File: src/rtl/beta_exe_lsu.sv
// Load/store unit of the exe stage: takes one memory op per lsu_en_i pulse and runs one req/gnt/rvalid bus transaction.
// Optional build macro BETA_LSU_MISALIGN_CHECK_EN: reject misaligned or reserved-size ops with a one-cycle lsu_err_o.
module beta_exe_lsu #(
    parameter int unsigned DataWidth = 32
) (
    input  logic                   clk_i,
    input  logic                   rstn_i,
    input  logic                   lsu_en_i,
    input  logic                   lsu_op_i,
    input  logic [1:0]             lsu_op_size_i,
    input  logic                   lsu_unsigned_i,
    input  logic [DataWidth-1:0]   lsu_addr_i,
    input  logic [DataWidth-1:0]   lsu_wdata_i,
    output logic                   lsu_busy_o,
    output logic [DataWidth-1:0]   lsu_rdata_o,
    output logic                   lsu_err_o,
    output logic                   data_req_o,
    output logic                   data_we_o,
    output logic [DataWidth/8-1:0] data_be_o,
    output logic [DataWidth-1:0]   data_addr_o,
    output logic [DataWidth-1:0]   data_wdata_o,
    input  logic                   data_gnt_i,
    input  logic                   data_rvalid_i,
    input  logic [DataWidth-1:0]   data_rdata_i
);

    localparam int unsigned BeWidth = DataWidth / 8;

    typedef enum logic [1:0] {
        IDLE = 2'd0,
        REQ  = 2'd1,
        RESP = 2'd2,
        ERR  = 2'd3
    } state_t;

    state_t               state_q, state_d;
    logic                 op_q, op_d;
    logic [1:0]           size_q, size_d;
    logic                 uns_q, uns_d;
    logic [1:0]           off_q, off_d;
    logic                 busy_d, req_d, we_d, err_d;
    logic [BeWidth-1:0]   be_d;
    logic [DataWidth-1:0] addr_d, wdata_d, rdata_d;

    logic                 misalign_c;
    logic [BeWidth-1:0]   be_c;
    logic [DataWidth-1:0] wdata_c;
    logic [DataWidth-1:0] shifted_c;
    logic [DataWidth-1:0] load_c;

    // Lane placement of the incoming request; lanes shifted past the top byte are dropped.
    always_comb begin
        be_c    = '0;
        wdata_c = lsu_wdata_i;
        unique case (lsu_op_size_i)
            2'b00: begin
                be_c    = BeWidth'(4'b0001 << lsu_addr_i[1:0]);
                wdata_c = {4{lsu_wdata_i[7:0]}};
            end
            2'b01: begin
                be_c    = BeWidth'(4'b0011 << lsu_addr_i[1:0]);
                wdata_c = {2{lsu_wdata_i[15:0]}};
            end
            default: begin
                be_c    = BeWidth'(4'b1111 << lsu_addr_i[1:0]);
                wdata_c = lsu_wdata_i;
            end
        endcase
    end

`ifdef BETA_LSU_MISALIGN_CHECK_EN
    assign misalign_c = (lsu_op_size_i == 2'b11)
                     || (lsu_op_size_i == 2'b01 && lsu_addr_i[0])
                     || (lsu_op_size_i == 2'b10 && lsu_addr_i[1:0] != 2'b00);
`else
    assign misalign_c = 1'b0;
`endif

    // Load extraction from the latched offset and size.
    always_comb begin
        shifted_c = data_rdata_i >> {off_q, 3'b000};
        unique case (size_q)
            2'b00:   load_c = uns_q ? {24'd0, shifted_c[7:0]}
                                    : {{24{shifted_c[7]}}, shifted_c[7:0]};
            2'b01:   load_c = uns_q ? {16'd0, shifted_c[15:0]}
                                    : {{16{shifted_c[15]}}, shifted_c[15:0]};
            default: load_c = shifted_c;
        endcase
    end

    // Next-state and next-output logic.
    always_comb begin
        state_d = state_q;
        op_d    = op_q;
        size_d  = size_q;
        uns_d   = uns_q;
        off_d   = off_q;
        busy_d  = lsu_busy_o;
        req_d   = data_req_o;
        we_d    = data_we_o;
        be_d    = data_be_o;
        addr_d  = data_addr_o;
        wdata_d = data_wdata_o;
        rdata_d = lsu_rdata_o;
        err_d   = 1'b0;

        unique case (state_q)
            IDLE: begin
                if (lsu_en_i) begin
                    op_d   = lsu_op_i;
                    size_d = lsu_op_size_i;
                    uns_d  = lsu_unsigned_i;
                    off_d  = lsu_addr_i[1:0];
                    busy_d = 1'b1;
                    if (misalign_c) begin
                        state_d = ERR;
                    end else begin
                        req_d   = 1'b1;
                        we_d    = lsu_op_i;
                        be_d    = be_c;
                        addr_d  = {lsu_addr_i[DataWidth-1:2], 2'b00};
                        wdata_d = wdata_c;
                        state_d = REQ;
                    end
                end
            end
            REQ: begin
                if (data_gnt_i) begin
                    req_d   = 1'b0;
                    state_d = RESP;
                end
            end
            RESP: begin
                if (data_rvalid_i) begin
                    busy_d  = 1'b0;
                    state_d = IDLE;
                    if (!op_q) begin
                        rdata_d = load_c;
                    end
                end
            end
            ERR: begin
`ifdef BETA_LSU_MISALIGN_CHECK_EN
                err_d   = 1'b1;
`endif
                busy_d  = 1'b0;
                state_d = IDLE;
            end
            default: state_d = IDLE;
        endcase
    end

    always_ff @(posedge clk_i or negedge rstn_i) begin
        if (!rstn_i) begin
            state_q      <= IDLE;
            op_q         <= 1'b0;
            size_q       <= 2'b00;
            uns_q        <= 1'b0;
            off_q        <= 2'b00;
            lsu_busy_o   <= 1'b0;
            lsu_rdata_o  <= '0;
            lsu_err_o    <= 1'b0;
            data_req_o   <= 1'b0;
            data_we_o    <= 1'b0;
            data_be_o    <= '0;
            data_addr_o  <= '0;
            data_wdata_o <= '0;
        end else begin
            state_q      <= state_d;
            op_q         <= op_d;
            size_q       <= size_d;
            uns_q        <= uns_d;
            off_q        <= off_d;
            lsu_busy_o   <= busy_d;
            lsu_rdata_o  <= rdata_d;
            lsu_err_o    <= err_d;
            data_req_o   <= req_d;
            data_we_o    <= we_d;
            data_be_o    <= be_d;
            data_addr_o  <= addr_d;
            data_wdata_o <= wdata_d;
        end
    end

endmodule

File: config.mk
export PLATFORM = sky130hd
export DESIGN_NAME = beta_exe_lsu
export DESIGN_NICKNAME = d
export VERILOG_FILES = /design/src/rtl/beta_exe_lsu.sv
export SDC_FILE = /design/constraint.sdc
export NUM_CORES = 1
export LEC_CHECK = 0
export BUFFER_PORTS_ARGS = -buffer_cell sky130_fd_sc_hd__buf_4
export CAP_MARGIN = 20
export CORE_MARGIN = 2
export CORE_UTILIZATION = 45
export CTS_BUF_LIST = sky130_fd_sc_hd__clkbuf_2
export CTS_CLUSTER_SIZE = 24
export DETAILED_ROUTE_END_ITERATION = 12
export GPL_ROUTABILITY_DRIVEN = 0
export PLACE_DENSITY = 0.89
export SYNTH_ARGS = -nofsm -noshare
export SYNTH_HDL_FRONTEND = slang
export SYNTH_SLANG_ARGS = --single-unit
File: constraint.sdc
create_clock -name clk_i -period 1.4 [get_ports clk_i]
set_input_delay 0.42 -clock clk_i [delete_from_list [all_inputs] [get_ports clk_i]]
set_output_delay 0.42 -clock clk_i [all_outputs]
set_load 0.005 [all_outputs]
==> Word-level counts from Yosys, hierarchy flattened <==
Cells that the tools add are included.
{ "op_classes": {"muxes": 14, "eq_ne": 8, "n_bitwise": 1, "n_reduce_logical": 10, "shift": 4} }
{ "op_table": {"columns": ["operator", "n"], "rows": [
  ["$pmux 32 s2", 2],
  ["$mux 32", 2],
  ["$shr 32x5->32", 1],
  ["$reduce_and 3->1", 4],
  ["$pmux 2 s4", 1],
  ["$pmux 4 s2", 1],
  ["$eq 2x1->1 const B", 3],
  ["$logic_not 2->1", 3],
  ["$mux 2", 3],
  ["$ne 2x2->1 const B", 3],
  ["$eq 2x2->1 const B", 2],
  ["$shl 1x2->4 const A", 1],
  ["$shl 2x2->4 const A", 1],
  ["$shl 4x2->4 const A", 1],
  ["$mux 1", 3],
  ["$pmux 1 s3", 1],
  ["$reduce_bool 3->1", 1],
  ["$pmux 1 s2", 1],
  ["$reduce_and 2->1", 1],
  ["$reduce_bool 2->1", 1],
  ["$not 1->1", 1]
]} }
{ "totals": {"ff_bits": 108, "inputBits": 105, "elab_cells": 48, "output_inout_bits": 104} }

==> Logic depth before layout (Yosys ltp) <==
Gate-level depths: netlist of run 1.
{ "depth": {"ltp_word": 3, "mapped_depth": 6, "depth_no_buf": 4} }

==> Worst setup path before layout of run 1 <==
Ideal clock, no wire load.
{ "synth_path": {"path_kind": "reg-to-reg", "from": "reg off_q[1]", "to": "reg lsu_rdata_o[16]", "path_slack_ps": -55, "stages_incl_launch_ff": 6, "n_path_buf": 1, "t_arrival_ps": 1335, "required_time_ps": 1280, "path_cell_list": "dfrtp_1 buf_4 mux2i_1 o211ai_1 a21o_2 o22a_2"} }
{ "synth_via": {"elab_chain_cells": 3} }
{ "synth_lines": {"columns": ["element", "line_no", "source"], "rows": [
  ["start: declaration", "40", "logic [1:0] off_q, off_d;"],
  ["start signal: assignment", "159", "off_q <= 2'b00;"],
  ["start signal: assignment", "173", "off_q <= off_d;"],
  ["$shr 32x5->32 (*)", "81", "shifted_c = data_rdata_i >> {off_q, 3'b000};"],
  ["$mux 32, on equally long branches", "85, 83", null],
  ["$pmux 32 s2 (*)", "82", "unique case (size_q)"],
  ["end signal: assignment", "175", "lsu_rdata_o <= rdata_d;"],
  ["end: declaration", "15", "output logic [DataWidth-1:0] lsu_rdata_o,"]
]} }
Mark *: on every way between the ends. The rest lies on a longest branch, timed or not.
A chain may end at the register's enable or synchronous reset.

==> Worst setup path in the final report of run 1 <==
{ "layout_path": {"from": "reg off_q[1]", "to": "reg lsu_rdata_o[8]"} }
Same word-level chain as after synthesis.

==> out/qor.csv, run 1 <==
metric,value,unit
Final HPWL DP,11940,um
Final Hold Slack,0.01270,ns
IO buf count,205,
Critical Path Stages,4,
clock buffer count from CTS,9,
period utilization,1.230,
register area share after synthesis,0.5412,
Peak Freq,580.6,MHz
"Slowest-stage cell, CP",mux4_2,
Die Area,11960,um^2
Hold Crit Class,input port to flop,
"flops & latches, synth",108,
post-place setup slack,-0.1575,ns
# DRC,0,
Initial Util,0.4606,
"Req. time, crit path",1.91,ns
main flop type after synthesis,dfrtp_1,
Yosys Warn Count,0,
Critical Path Source,off_q[1],
CP Cell Sequence,mux4_2 > nand2b_4 > a21oi_4 > a22o_1,
Crit. End Element,flop,
worst vdd ir,1284,uV
DRT met1 WL,7692,um
max cap viols,0,
# IOs,209,
DR WL/cell,22.51,um
pwr dens,2094,nW/um^2
Synth top area share,0.5412,
final setup margin,-0.3224,ns
Congestion Overflow GR,0,
first-iteration detailed-routing DRC count,581,
die span in x,109.3,um
Worst Hold Path Cells,3,
GRT Util Overall,0.3251,
nets@finish,966,
reg2reg setup slack,-0.32,ns
final setup vio count,133,
Worst Setup Start Kind,flop,
"FFs w/ async S/R, synth",1.000,
crit path max fanout,7,
skew final,0.02017,ns
met3 WL,2264,um
min-delay src,lsu_addr_i[4],
first-pass GRT wire length,29210,um
"Avg Cell Area, Syn",9.386,um^2
Placeable Area,10840,um^2
placed cell count,875,
Worst-Skew Late Latency,0.60,ns
first drt pass iteration count,6,
CTS sink count,108,
num rows,38,
R2R depth,4,
Total Power,18.23,mW
Buffers & Inverters on Critical Path,0,
failing checks,setup timing,
Final Util,0.8031,
status,"finished, violations left",
vias per cell,5.785,
Reg-to-Reg Start,off_q[1],
Clock transition at path regs,0.29,ns
post-synthesis cell count,532,
CP peak stage delay,0.65,ns
initial antenna violation count,0,
pin count of the biggest net entering global routing,47,
"area leader, netlist",dfrtp_1,
crit-path leading delay family,multiplexers,
Setup CP Type,flop to flop,
Die Y-Extent,109.3,um
unrepaired setup endpoints after global routing,yes,
Post-DRT Antenna Nets,0,
Final Max Tran Viols,0,
n_diodes,0,
Layout Area Growth over Synthesis,74.34,%
vias in the first global route,5694,
"top cells by area, synth","dfrtp_1 (54%), nand2_1 (14%), mux2i_1 (8.2%)",
crit path DAT,2.24,ns
"EDFF count, synth",0,
final hold viol count,0,
Leak,4.387,nW
clock root cell,clkbuf_2,
Routed Wire Length,22600,um
Post-Syn Area,4994,um^2
vias after detailed routing,5808,
H-tree depth,3,
WL met2,11180,um
"Distinct cells, synth",37,
Non-Filler Instances,1004,
share of layout cells above drive strength 1,0.4387,
CTS max path bufs,2,
CTS tree,yes,
minimum clock period,1.722,ns
uppermost layer routed,met4,
[final cells by class]
type	instances	area [um^2]
fillers	580	2135
multi-input cells	390	2280
flip-flops and latches	108	2705
clock inverters	4	76.32
inverters	4	20.02
clock buffers	10	50.05
well taps	140	175.2
repair buffers	348	3400
[metrics by stage]
step                cell area, um^2  TNS [ns]
floorplan                      5010   -0.3490
CTS                            8172    -25.60
global route                   8706    -34.40
detailed placement             6884    -3.153
finish                         8706    -27.34
global placement               6884    -1.154
[kinds of logic (layout without fill, tap and decap cells)]
family,count (synthesis),in the layout,synth area share
AOI/OAI and AO/OA,105,105,0.1298
DFF,108,108,0.5412
buffers and inverters,38,366,0.03934
and+or+nand+nor,231,233,0.1864
other,1,3,0.0007510
muxes,49,49,0.1025
[final timing paths]
check                                         to
worst max-delay path              lsu_rdata_o[8]
min in group asynchronous             lsu_busy_o
max in group asynchronous         data_addr_o[8]
worst min register to register  data_wdata_o[18]
worst min-delay path              data_addr_o[4]
worst max register to register    lsu_rdata_o[8]
[report_power, final]
part	switching (mW)	leakage [nW]	total (mW)	internal (mW)
logic	4.53	2.99	10.6	6.08
clock network	1.07	0.0741	1.65	0.580
registers	1.38	1.32	5.97	4.59
total	6.98	4.39	18.2	11.3
[sequential cells by signal, summed over array words and instances, names as in the netlist]
name / flops
state_q: 2
data_wdata_o: 32
lsu_busy_o: 1
lsu_rdata_o: 32
uns_q: 1
op_q: 1
off_q: 2
data_addr_o: 30
size_q: 2
data_be_o: 4
data_req_o: 1
[cell usage after synthesis, types with 6 or more instances]
cell type	instances
buf_2	16
o21ai_0	38
o211ai_1	9
a22o_1	7
a21oi_1	33
dfrtp_1	108
clkbuf_1	6
o22a_2	8
nand2_1	189
mux2_2	7
nor2_1	30
mux2i_1	41
[routing by layer]
metal / up-vias / track usage
met3: 131 / 0.07765
met5: - / 0
li1: 2436 / -
met1: 2763 / 0.3595
met2: 478 / 0.5459
met4: 0 / 0.2351
[layout by cell type, fill, tap and decap left out, types with 6 or more instances in the layout]
| cell | n |
|---|---|
| nand2_1 | 185 |
| buf_4 | 184 |
| buf_6 | 111 |
| dfrtp_1 | 106 |
| mux2i_1 | 35 |
| dlygate4sd3_1 | 33 |
| o21ai_0 | 32 |
| nor2_1 | 30 |
| a21oi_1 | 25 |
| buf_12 | 11 |
| clkbuf_2 | 10 |
| o211ai_1 | 9 |
| a21oi_2 | 8 |
| o22a_2 | 8 |
| a22o_1 | 7 |
| mux2_2 | 7 |
| clkbuf_16 | 7 |
| o21ai_1 | 6 |
[worst register-to-register path, cell delays in order, from the launching register on]
cell	delay [ns]
dfrtp_2	0.56
mux4_2	0.65
nand2b_4	0.14
a21oi_4	0.09
a22o_1	0.21
[timing repair]
action                                  in CTS  in global routing
setup buffers                               42                 30
endpoints found under the hold margin      137                  2
endpoints found under the setup margin     139                198
gates cloned                                 3                 11
gates resized for setup                    126                 31
pin swaps                                    8                  9
hold buffers                                31                  2
No activity file was read; power rests on OpenSTA's default activity.
==> inputs of run 2 (changes only) <==
==> config.mk (replaced) <==
export PLATFORM = sky130hd
export DESIGN_NAME = beta_exe_lsu
export DESIGN_NICKNAME = d
export VERILOG_FILES = /design/src/rtl/beta_exe_lsu.sv
export SDC_FILE = /design/constraint.sdc
export NUM_CORES = 1
export LEC_CHECK = 0
export CAP_MARGIN = 20
export CORE_MARGIN = 2
export CORE_UTILIZATION = 45
export CTS_BUF_LIST = sky130_fd_sc_hd__clkbuf_2
export CTS_CLUSTER_SIZE = 24
export DETAILED_ROUTE_END_ITERATION = 12
export DONT_BUFFER_PORTS = 1
export GPL_ROUTABILITY_DRIVEN = 0
export PLACE_DENSITY = 0.72
export SYNTH_ARGS = -nofsm -noshare
export SYNTH_HDL_FRONTEND = slang
export SYNTH_SLANG_ARGS = --single-unit
==> run 2 against run 1 <==
Against the previous run: the flow finishes with violations (hold timing, setup timing); sequential cell count is the same; design area shrank 22%; highest routed layer unchanged; non-clock buffer count shrank 225.
==> out/qor.csv, run 2 (same netlist as run 1, synthesis figures left out) <==
metric,value,unit,change
pin count of the biggest net entering global routing,109,,+130%
crit-path leading delay family,flip-flops,,
"commonest cells after routing, fill and taps aside","nand2_1 (138), dfrtp_1 (102), dlygate4sd3_1 (79)",,
nets@finish,740,,-23%
Clock transition at path regs,0.31,ns,+0.02 ns
Layout Area Growth over Synthesis,35.55,%,
Post-DRT Antenna Nets,0,,unchanged
Final Hold Slack,-0.5312,ns,-0.5439 ns
"Slowest-stage cell, CP",dfrtp_1,,
Worst-Skew Late Latency,0.58,ns,-0.02 ns
Sequential Power Share,0.469,,+0.141
Buffers & Inverters on Critical Path,1,,+1
Clk pwr share,0.113,,+0.022
clock buffer count from CTS,9,,unchanged
sw power,5.318,mW,-24%
Leak,3.197,nW,-27%
CP peak stage delay,0.46,ns,-0.19 ns
vias after detailed routing,4482,,-23%
Congestion Overflow GR,0,,unchanged
"commonest non-fill, non-tap cell in the layout",nand2_1,,
initial antenna violation count,0,,unchanged
clock root cell,clkbuf_2,,
DR WL/cell,21.10,um,-6.3%
crit path max fanout,2,,-5
minimum clock period,1.553,ns,-0.1697 ns
failing checks,"hold timing, setup timing",,
n_diodes,0,,unchanged
Hold Crit Class,input port to asynchronous set/reset pin,,
Setup CP Type,flop to primary output,,
GRT Util Overall,0.2541,,-0.07095
Final HPWL DP,9452,um,-21%
skew final,0.03313,ns,+0.01296 ns
die span in x,109.3,um,unchanged
crit path DAT,1.13,ns,-1.11 ns
period utilization,1.109,,-0.1212
vias per cell,5.746,,-0.67%
pwr dens,1907,nW/um^2,-8.9%
CP Cell Sequence,buf_6,,
Die Y-Extent,109.3,um,unchanged
Die Area,11960,um^2,unchanged
vias in the first global route,4430,,-22%
Peak Freq,644.0,MHz,+11%
biggest regs,"data_wdata_o (32), lsu_rdata_o (32), data_addr_o (30)",,
first-iteration detailed-routing DRC count,401,,-31%
status,"finished, violations left",,
combinational power share,0.419,,-0.163
num rows,38,,unchanged
unrepaired setup endpoints after global routing,yes,,
final setup vio count,126,,-5.3%
CTS sink count,108,,unchanged
CTS max path bufs,2,,unchanged
Placeable Area,10840,um^2,unchanged
Final Max Tran Viols,0,,unchanged
Total Power,12.91,mW,-29%
Final Util,0.6244,,-0.1787
# DRC,0,,unchanged
Initial Util,0.4606,,unchanged
Routed Wire Length,16460,um,-27%
final setup margin,-0.1527,ns,+0.1697 ns
Pint,7.590,mW,-33%
CTS tree,yes,,
switching share of total power,0.4120,,+0.02907
share of layout cells above drive strength 1,0.2484,,-0.1902
Worst Setup Start Kind,flop,,
worst vdd ir,909.2,uV,-29%
first-pass GRT wire length,23100,um,-21%
H-tree depth,3,,unchanged
IO buf count,0,,-100%
setup_tns,-7.276,ns,+20.06 ns
"Req. time, crit path",0.98,ns,-0.93 ns
first drt pass iteration count,7,,+1
final hold viol count,108,,+108
Crit. End Element,primary output,,
# IOs,209,,unchanged
max cap viols,0,,unchanged
==> run 2: area by class of cell <==
type	instances	area, um^2
clock buffers	10	50.05
well taps	140	175.2
clock inverters	6	62.56
inverters	4	15.01
fillers	846	4071
flip-flops and latches	108	2710
repair buffers	123	1328
multi-input cells	389	2429
==> run 2: path summary, 6_finish.rpt <==
check	from	end	slack, ns	cells past startpoint
max in group asynchronous	rstn_i	data_addr_o[14]	1.76	0
setup / recovery	op_q	data_we_o	-0.15	1
hold / removal	rstn_i	data_be_o[3]	-0.53	0
min in group clk_i	lsu_addr_i[1]	data_be_o[3]	0.02	2
hold reg to reg	lsu_rdata_o[5]	lsu_rdata_o[5]	0.55	2
setup reg to reg	off_q[1]	lsu_rdata_o[8]	-0.11	4
==> run 2: per-layer routing <==
metal | vias to the layer above | track usage | wire [um]
met4 | 0 | 0.1148 | 568
met3 | 53 | 0.09721 | 1779
met1 | 2172 | 0.2781 | 5805
li1 | 1978 | - | -
met2 | 279 | 0.4365 | 8306
met5 | - | 0 | 0
==> run 2: repair_timing <==
action                     in CTS  in global routing
buffers inserted                7                  6
hold endpoints to repair      177                123
setup endpoints to repair     129                181
gates resized for setup        34                 79
pin swaps                       7                 50
cloned                          2                  7
hold buffers                   62                 17
==> run 2: per-stage QoR <==
stage          instances  worst slack (ns)  cell area (um^2)
4_1_cts              752           -0.1916              6237
5_1_grt              780           -0.2559              6769
3_3_place_gp         665          -0.05733              5258
2_1_floorplan        534          -0.03903              5010
6_report             780           -0.1527              6769
3_5_place_dp         665           -0.1314              5258
==> run 2: power by group through the flow <==
stage	clock network [mW]	logic (mW)	registers, mW
3_5_place_dp	0	3.95	6.02
4_1_cts	1.49	4.57	5.99
5_1_grt	1.65	5.92	6.25
3_3_place_gp	0	3.72	6.02
2_1_floorplan	0	3.00	5.59
6_report	1.45	5.41	6.05
